**config.mk**
```make
export PLATFORM = sky130hd
export DESIGN_NAME = bht_update_ctrl
export DESIGN_NICKNAME = d
export VERILOG_FILES = /design/src/rtl/bht_update_ctrl.sv
export SDC_FILE = /design/constraint.sdc
export NUM_CORES = 1
export LEC_CHECK = 0
export ABC_AREA = 0
export ABC_CLOCK_PERIOD_IN_PS = 4550
export CELL_PAD_IN_SITES_DETAIL_PLACEMENT = 2
export CELL_PAD_IN_SITES_GLOBAL_PLACEMENT = 2
export CORE_MARGIN = 5
export CORE_UTILIZATION = 36
export DETAILED_ROUTE_END_ITERATION = 16
export PLACE_DENSITY = 0.82
export SLEW_MARGIN = 10
export SYNTH_ARGS = -nofsm -noshare
export SYNTH_HDL_FRONTEND = slang
export SYNTH_SLANG_ARGS = --single-unit
```
**constraint.sdc**
```tcl
create_clock -name clk -period 4.55 [get_ports clk]
set_input_delay 0.91 -clock clk [delete_from_list [all_inputs] [get_ports clk]]
set_output_delay 0.91 -clock clk [all_outputs]
set_load 0.1 [all_outputs]
```
**src/rtl/bht_update_ctrl.sv**
```systemverilog
// Branch history table update sequencer: buffers resolved-branch reports,
// performs one read-modify-write per cycle on the table update port, raises a
// one-cycle redirect on mispredict and walks the table to clear it.
//
// state   | meaning
// --------+----------------------------------------------------------
// S_CLEAR | writing zeros to entry clr_idx, one entry per cycle
// S_RUN   | popping one buffered report per cycle into the table
module bht_update_ctrl #(
  parameter int IDX_W = 6,
  parameter int TAG_W = 24,
  parameter int DEPTH = 4
) (
  input  logic              clk,
  input  logic              rst,
  input  logic              flush_req,
  input  logic              res_valid,
  output logic              res_ready,
  input  logic [31:0]       res_pc,
  input  logic [31:0]       res_target,
  input  logic              res_taken,
  input  logic [31:0]       res_pred_pc,
  output logic              redirect_valid,
  output logic [31:0]       redirect_pc,
  output logic [IDX_W-1:0]  tbl_idx,
  input  logic              tbl_rd_avail,
  input  logic [TAG_W-1:0]  tbl_rd_tag,
  input  logic [1:0]        tbl_rd_cnt,
  input  logic [29:0]       tbl_rd_target,
  output logic              tbl_we,
  output logic              tbl_wr_avail,
  output logic [TAG_W-1:0]  tbl_wr_tag,
  output logic [1:0]        tbl_wr_cnt,
  output logic [29:0]       tbl_wr_target,
  output logic              busy
);

  localparam int PTR_W = $clog2(DEPTH);
  localparam int CNT_W = PTR_W + 1;

  localparam logic [1:0] NO_JUMP        = 2'b00;
  localparam logic [1:0] WEAKLY_NO_JUMP = 2'b01;
  localparam logic [1:0] WEAKLY_JUMP    = 2'b11;
  localparam logic [1:0] JUMP           = 2'b10;

  typedef enum logic {S_CLEAR = 1'b0, S_RUN = 1'b1} state_e;

  state_e             state_q, state_d;
  logic [IDX_W-1:0]   clr_idx_q, clr_idx_d;
  logic [PTR_W-1:0]   wr_ptr_q, rd_ptr_q;
  logic [CNT_W-1:0]   count_q;
  logic               redirect_valid_q, redirect_valid_d;
  logic [31:0]        redirect_pc_q, redirect_pc_d;

  // FIFO payload: pc[31:2], target[31:2], direction
  logic [29:0]        fifo_pc_q  [DEPTH];
  logic [29:0]        fifo_tgt_q [DEPTH];
  logic               fifo_tk_q  [DEPTH];

  logic               fifo_full, fifo_empty, push, pop;
  logic [29:0]        head_pc, head_tgt;
  logic               head_tk;
  logic [IDX_W-1:0]   head_idx;
  logic [TAG_W-1:0]   head_tag;
  logic               hit;
  logic [1:0]         rmw_cnt;
  logic [29:0]        rmw_tgt;
  logic [31:0]        correct_pc;

  assign fifo_full  = (count_q == CNT_W'(DEPTH));
  assign fifo_empty = (count_q == '0);
  assign res_ready  = !fifo_full && !flush_req;
  assign push       = res_valid && res_ready;

  assign head_pc  = fifo_pc_q[rd_ptr_q];
  assign head_tgt = fifo_tgt_q[rd_ptr_q];
  assign head_tk  = fifo_tk_q[rd_ptr_q];
  assign head_idx = head_pc[29:30-IDX_W];
  assign head_tag = head_pc[TAG_W-1:0];
  assign hit      = tbl_rd_avail && (tbl_rd_tag == head_tag);

  assign busy           = (state_q == S_CLEAR);
  assign redirect_valid = redirect_valid_q;
  assign redirect_pc    = redirect_pc_q;

  // Saturating counter step and target selection for the head report
  always_comb begin
    rmw_cnt = WEAKLY_NO_JUMP;
    rmw_tgt = tbl_rd_target;
    if (hit) begin
      unique case (tbl_rd_cnt)
        NO_JUMP:        rmw_cnt = head_tk ? WEAKLY_NO_JUMP : NO_JUMP;
        WEAKLY_NO_JUMP: rmw_cnt = head_tk ? WEAKLY_JUMP    : NO_JUMP;
        WEAKLY_JUMP:    rmw_cnt = head_tk ? JUMP           : WEAKLY_NO_JUMP;
        default:        rmw_cnt = head_tk ? JUMP           : WEAKLY_JUMP;
      endcase
      rmw_tgt = head_tk ? head_tgt : tbl_rd_target;
    end else begin
      rmw_cnt = head_tk ? WEAKLY_JUMP : WEAKLY_NO_JUMP;
      rmw_tgt = head_tk ? head_tgt : (head_pc + 30'd1);
    end
  end

  // Next-state, table port drive and pop decision
  always_comb begin
    state_d       = state_q;
    clr_idx_d     = clr_idx_q;
    pop           = 1'b0;
    tbl_idx       = head_idx;
    tbl_we        = 1'b0;
    tbl_wr_avail  = 1'b0;
    tbl_wr_tag    = '0;
    tbl_wr_cnt    = 2'b00;
    tbl_wr_target = '0;
    unique case (state_q)
      S_CLEAR: begin
        tbl_idx   = clr_idx_q;
        tbl_we    = 1'b1;
        clr_idx_d = clr_idx_q + 1'b1;
        if (clr_idx_q == '1) state_d = S_RUN;
      end
      default: begin
        // a flush drops the head too, so nothing stale reaches the table
        if (!fifo_empty && !flush_req) begin
          pop           = 1'b1;
          tbl_we        = 1'b1;
          tbl_wr_avail  = 1'b1;
          tbl_wr_tag    = head_tag;
          tbl_wr_cnt    = rmw_cnt;
          tbl_wr_target = rmw_tgt;
        end
      end
    endcase
    if (flush_req) begin
      state_d   = S_CLEAR;
      clr_idx_d = '0;
    end
  end

  // Mispredict is judged on the report as it is accepted
  always_comb begin
    correct_pc       = res_taken ? res_target : (res_pc + 32'd4);
    redirect_valid_d = push && (correct_pc != res_pred_pc);
    redirect_pc_d    = redirect_valid_d ? correct_pc : redirect_pc_q;
  end

  // Control state, FIFO pointers and redirect registers
  always_ff @(posedge clk) begin
    if (rst) begin
      state_q          <= S_CLEAR;
      clr_idx_q        <= '0;
      wr_ptr_q         <= '0;
      rd_ptr_q         <= '0;
      count_q          <= '0;
      redirect_valid_q <= 1'b0;
      redirect_pc_q    <= '0;
    end else begin
      state_q          <= state_d;
      clr_idx_q        <= clr_idx_d;
      redirect_valid_q <= redirect_valid_d;
      redirect_pc_q    <= redirect_pc_d;
      if (flush_req) begin
        wr_ptr_q <= '0;
        rd_ptr_q <= '0;
        count_q  <= '0;
      end else begin
        if (push) wr_ptr_q <= wr_ptr_q + 1'b1;
        if (pop)  rd_ptr_q <= rd_ptr_q + 1'b1;
        if (push && !pop)      count_q <= count_q + 1'b1;
        else if (pop && !push) count_q <= count_q - 1'b1;
      end
    end
  end

  // FIFO payload storage; validity is tracked by the pointers alone
  always_ff @(posedge clk) begin
    if (push) begin
      fifo_pc_q[wr_ptr_q]  <= res_pc[31:2];
      fifo_tgt_q[wr_ptr_q] <= res_target[31:2];
      fifo_tk_q[wr_ptr_q]  <= res_taken;
    end
  end

endmodule

```
---- Yosys cells after proc, flatten, opt, wreduce, memory -nomap -nowiden ----
Memories as Yosys holds them, arrays and structs flattened. A register that Yosys moved wholly into a read port is not among the register bits.
Index checks and enable logic that the tools add are counted.
operators by class
  add/sub/neg operators ................... 7
  $mul .................................... 0
  div/mod/pow operators ................... 0
  order comparisons ....................... 0
  eq/ne operators ......................... 6
  shifts and indexed selects .............. 0
  multiplexer cells ....................... 33
  bitwise logic cells ..................... 1
  reduce and logical (&&, ||, !) cells .... 16
operators with widths
  cell                     count
  $mux W30                 5
  $mux W24                 2
  $add A32 B3 Y32 const B  1
  $mux W32                 1
  $ne A32 B32 Y1           1
  $add A30 B1 Y30 const B  1
  $eq A24 B24 Y1           1
  $mux W2                  12
  $mux W1                  9
  $logic_and A1 B1 Y1      7
  $add A6 B1 Y6 const B    1
  $eq A6 B6 Y1 const B     1
  $mux W3                  2
  $mux W6                  1
  $pmux W2 S3              1
  $logic_not A1 Y1         5
  $add A2 B1 Y2 const B    2
  $add A3 B1 Y3 const B    1
  $eq A3 B3 Y1 const B     1
  $logic_not A3 Y1         1
  $sub A3 B1 Y3 const B    1
  $eq A2 B1 Y1 const B     1
  $eq A2 B2 Y1 const B     1
  $logic_not A2 Y1         1
  3 further kinds          3
storage, ports and cells
  bits in registers ....................... 47
  latch bits .............................. 0
  RAM bits ................................ 244
  memory bits (read-only) ................. 0
  input bits .............................. 158
  output and inout port bits .............. 99
  word-level logic and storage cells ...... 73
  memories kept ........................... 3
memories
  name        words  width  read ports  clocked after memory_dff  write ports  RTL line  RTL
  fifo_pc_q   4      30     1           1                         1            56        logic [29:0] fifo_pc_q [DEPTH];
  fifo_tgt_q  4      30     1           1                         1            57        logic [29:0] fifo_tgt_q [DEPTH];
  fifo_tk_q   4      1      1           1                         1            58        logic fifo_tk_q [DEPTH];

---- Depth between registers and ports, before layout ----
  word-level depth ........................ 8
  mapped depth ............................ 14
  mapped depth without buffers ............ 10

---- Worst setup path after synthesis ----
Ideal clock, no wire load.
  kind .................................... register to output
  from .................................... reg with a tool-made name
  to ...................................... out tbl_wr_target[1]
  arrival ................................. 4.756 ns
  data required time ...................... 3.640 ns
  slack ................................... -1.116 ns
  cell stages (with the launch flop) ...... 11
  path buffers ............................ 3
  cell sequence ........................... dfxtp_1 -> buf_2 -> buf_2 -> mux4_2 -> xnor2_1 -> nand4_1 -> nor4_1 -> nand2_1 -> clkbuf_1 -> mux2i_1 -> a211oi_1
RTL lines
  element        RTL line  RTL
  end, declared  34        output logic [29:0] tbl_wr_target,

==> metrics.txt <==
Rows between 70 and 80; post-synthesis compound-gate area fraction 7.488%; reg2reg start count_q[0]; CP endpoint tbl_wr_target[28]; Max Cap Viol 0; largest vdd supply drop 0.2464 mV; multi-input logic area around 6500 sq um; Hold Buf Count CTS 0; Post-synth top cells 244 x edfxtp_1, 122 x nor2_1, 108 x nand2_1, 88 x xnor2_1, 60 x mux4_2; design area approximately 21000 sq um; worst r2r dst count_q[2]; DRT Pass-1 Iters 5; Seq/Total Area, Yosys between 50% and 60%; count leader, synth edfxtp_1; # clock sinks 293; Most Used Layer, Global Route met2; all-layer global routing usage 28.42%; Post-synth EDFFs 244; mapped cell area about 15000 sq um; GR met3 Demand/Resource around 6.7%; Async SR Flop Fraction 0%; WS Path Type register to output pin; chip height about 210 microns; most area-consuming cells after synthesis edfxtp_1 49%, mux4_2 9.0%, dfxtp_1 6.5%; Crit-path slowest cell mux4_2; die outline width approximately 210 microns; library cells used by synthesis between 60 and 70; Mapped Nets between 1000 and 1500; Avg WL per Cell ~32 microns; startpoint class of the critical path register; max_slew headroom slightly above 30%; YS warnings 0; FF/Latch Area between 8000 and 9000 sq um; number of fill cells in the layout between 4000 and 5000; reg-to-reg setup timing slack ~1700 ps; measured slew at the worst slew-check pin 1031 ps; PwrDens roughly 320 nW/um^2; hold slack 489.8 ps; TritonCTS clock tree built; Hold WC Path Type register to register; vias in the first global route about 14000; Synth Instances around 1300; post-route core utilization about half; drt drc 0; Fmax achieved roughly 220 MHz; Clock Skew 13.85 ps; Area growth syn-to-layout 39.51%; R2R depth 10; met1 Use GR about 36%; Buffers on Ports between 200 and 300; # setup viols final 0; Slew Limit Fails 0; num ports around 260; Simple-Gate Fraction of Synth Area between 10 and 15%; post-synthesis adder-cell area fraction less than 1%; first-pass GRT wire length 98560 microns; clock transition at the registers of the reported paths 60 ps; Placement Cell Area slightly below 20000 sq um; largest net degree at the start of global routing 62; Placer Congestion roughly 0.84; final WL between 60000 and 70000 microns; total congestion overflow 0; critical path cell sequence buf_12 -> mux4_2 -> and2_1 -> and3_1 -> and3_1 -> nand3_4 -> nor2_1 -> and4_1 -> xnor2_1 -> o21ai_2 -> buf_12; Post-Synth XOR/XNOR Area around 7.3%; starting density of the core between 30% and 40%; WP data arrival about 3600 ps; initial antenna violation count 12; number of vias per cell 5.904; Seq cells post-synth ~290; die area between 40000 and 50000 sq um; CTS root buffer clkbuf_16; fin crit share a little over nine tenths; Core Region 41670 sq um; Worst setup EP type output pin; leakage power around 0.0071 uW; final net count 1778; Hold Vio Cnt, Final 0; ANT nets after route 0; leading area contributor after synthesis edfxtp_1; dpl cells 2094; ys flop type edfxtp_1; placed wire-length estimate 48360 microns; Clk Latency, worst-skew pair between 500 and 600 ps; GR Util met2 47.57%; post-synth top area share between 40% and 50%; combinational family with the most area after synthesis simple AND/OR/NAND/NOR gates; post-synthesis mux area share about 12%; worst-path fanout max 14; CTS buffer count 34; Worst path max stage delay 620 ps; minimum clock period 4472 ps; syn avg cell area between 10 and 15 sq um; Max Root-Sink Buffers 3; layout cells sized above 1 22.94%; Non-Filler Instances roughly 2200; Worst Path Required 3640 ps; status finished clean; drt first-iter violations around 1100; H-tree depth 2; total number of vias 12860
-- cell type report --
type	instances	share of cell area [%]
Sequential cell	293	39.50
Multi-Input combinational cell	852	30.99
Timing Repair Buffer	387	20.17
Clock buffer	42	4.286
Tap cell	539	3.204
Clock inverter	18	1.040
Inverter	43	0.7668
Antenna cell	4	0.04755
-- metrics by stage --
| stage | total power (uW) | setup TNS (ps) | worst slack, ps |
|---|---|---|---|
| finish | 6801 | 0 | 77.98 |
| detailed placement | 3928 | -10290 | -407.0 |
| global route | 6995 | -56.86 | -28.55 |
| global placement | 3884 | -4382 | -236.7 |
| CTS | 6806 | 0 | 4.742 |
| floorplan | 3472 | -162.4 | -162.4 |
-- state kept, by name, summed over array words and instances (netlist names), named ones only --
signal / flops
fifo_tgt_q: 120
state_q: 1
fifo_pc_q: 120
fifo_tk_q: 4
rd_ptr_q: 2
count_q: 3
redirect_pc: 32
clr_idx_q: 6
redirect_valid: 1
wr_ptr_q: 2
-- power by group --
part | switching (uW) | internal (uW) | leakage, uW | total (uW)
clock network | 1200 | 1700 | 0.000536 | 2890
logic | 570 | 345 | 0.00395 | 915
registers | 32.7 | 2960 | 0.00262 | 2990
-- cells in the final DEF (no fill, tap or decap), types with 9 or more instances in the layout --
| cell | instances |
|---|---|
| a21oi_1 | 43 |
| a222oi_1 | 18 |
| a31oi_1 | 23 |
| and2_1 | 25 |
| and3_1 | 10 |
| buf_12 | 67 |
| buf_4 | 125 |
| clkbuf_16 | 36 |
| clkdlybuf4s50_1 | 190 |
| dfxtp_1 | 47 |
| edfxtp_1 | 244 |
| inv_1 | 43 |
| mux2_2 | 9 |
| mux2i_1 | 23 |
| mux4_2 | 60 |
| nand2_1 | 106 |
| nand2b_1 | 21 |
| nand3_1 | 16 |
| nand4_1 | 20 |
| nor2_1 | 114 |
| nor2b_1 | 11 |
| nor3_1 | 40 |
| nor4_1 | 12 |
| o21ai_0 | 21 |
| o21ai_2 | 17 |
| or3_1 | 28 |
| xnor2_1 | 86 |
| xor2_1 | 38 |
-- critical path, delay by kind of cell (launching register included) --
kind / cells / cell delay, ps
buffers and inverters: 2 / 380
AO/OA/AOI/OAI: 1 / 200
AND/OR/NAND/NOR: 6 / 1240
XOR/XNOR: 1 / 140
multiplexers: 1 / 620
flip-flops: 1 / 440
-- kinds of logic (layout without fill, tap and decap cells) --
group                    count (synthesis)  after routing
AND/OR/NAND/NOR                        447            447
other                                    0              4
AO/OA/AOI/OAI                          173            173
buffers and inverters                  118            490
XOR/XNOR                               126            126
adder cells (fa/ha/maj)                  9              9
flip-flops                             293            293
multiplexers                            97             97
-- how the worst min path moves through the flow --
stage | startpoint | to | slack [ps] | cells after the start
final | redirect_pc[26] | redirect_pc[26] | 490 | 2
after global routing | redirect_pc[21] | redirect_pc[21] | 520 | 2
after CTS | redirect_pc[7] | redirect_pc[7] | 500 | 2
after global placement | redirect_pc[7] | redirect_pc[7] | 470 | 2
after floorplan | clr_idx_q[5] | clr_idx_q[5] | 470 | 2
after detailed placement | redirect_pc[7] | redirect_pc[7] | 480 | 2
-- metal layers --
metal  vias up  part of all wire, %
li1       5397                    -
met1      6677                   40
met4        12                  3.6
met3       142                  8.0
met2       632                   49
met5         -                 0.11
-- what timing repair did --
| item | 4_1_cts | 5_1_grt |
|---|---|---|
| gates cloned | 0 | 1 |
| gates resized for setup | 13 | 12 |
| buffers inserted | 3 | 16 |
| pin swaps | 1 | 6 |
| endpoints found under the setup margin | 25 | 35 |
(Power assumes the default switching activity.)
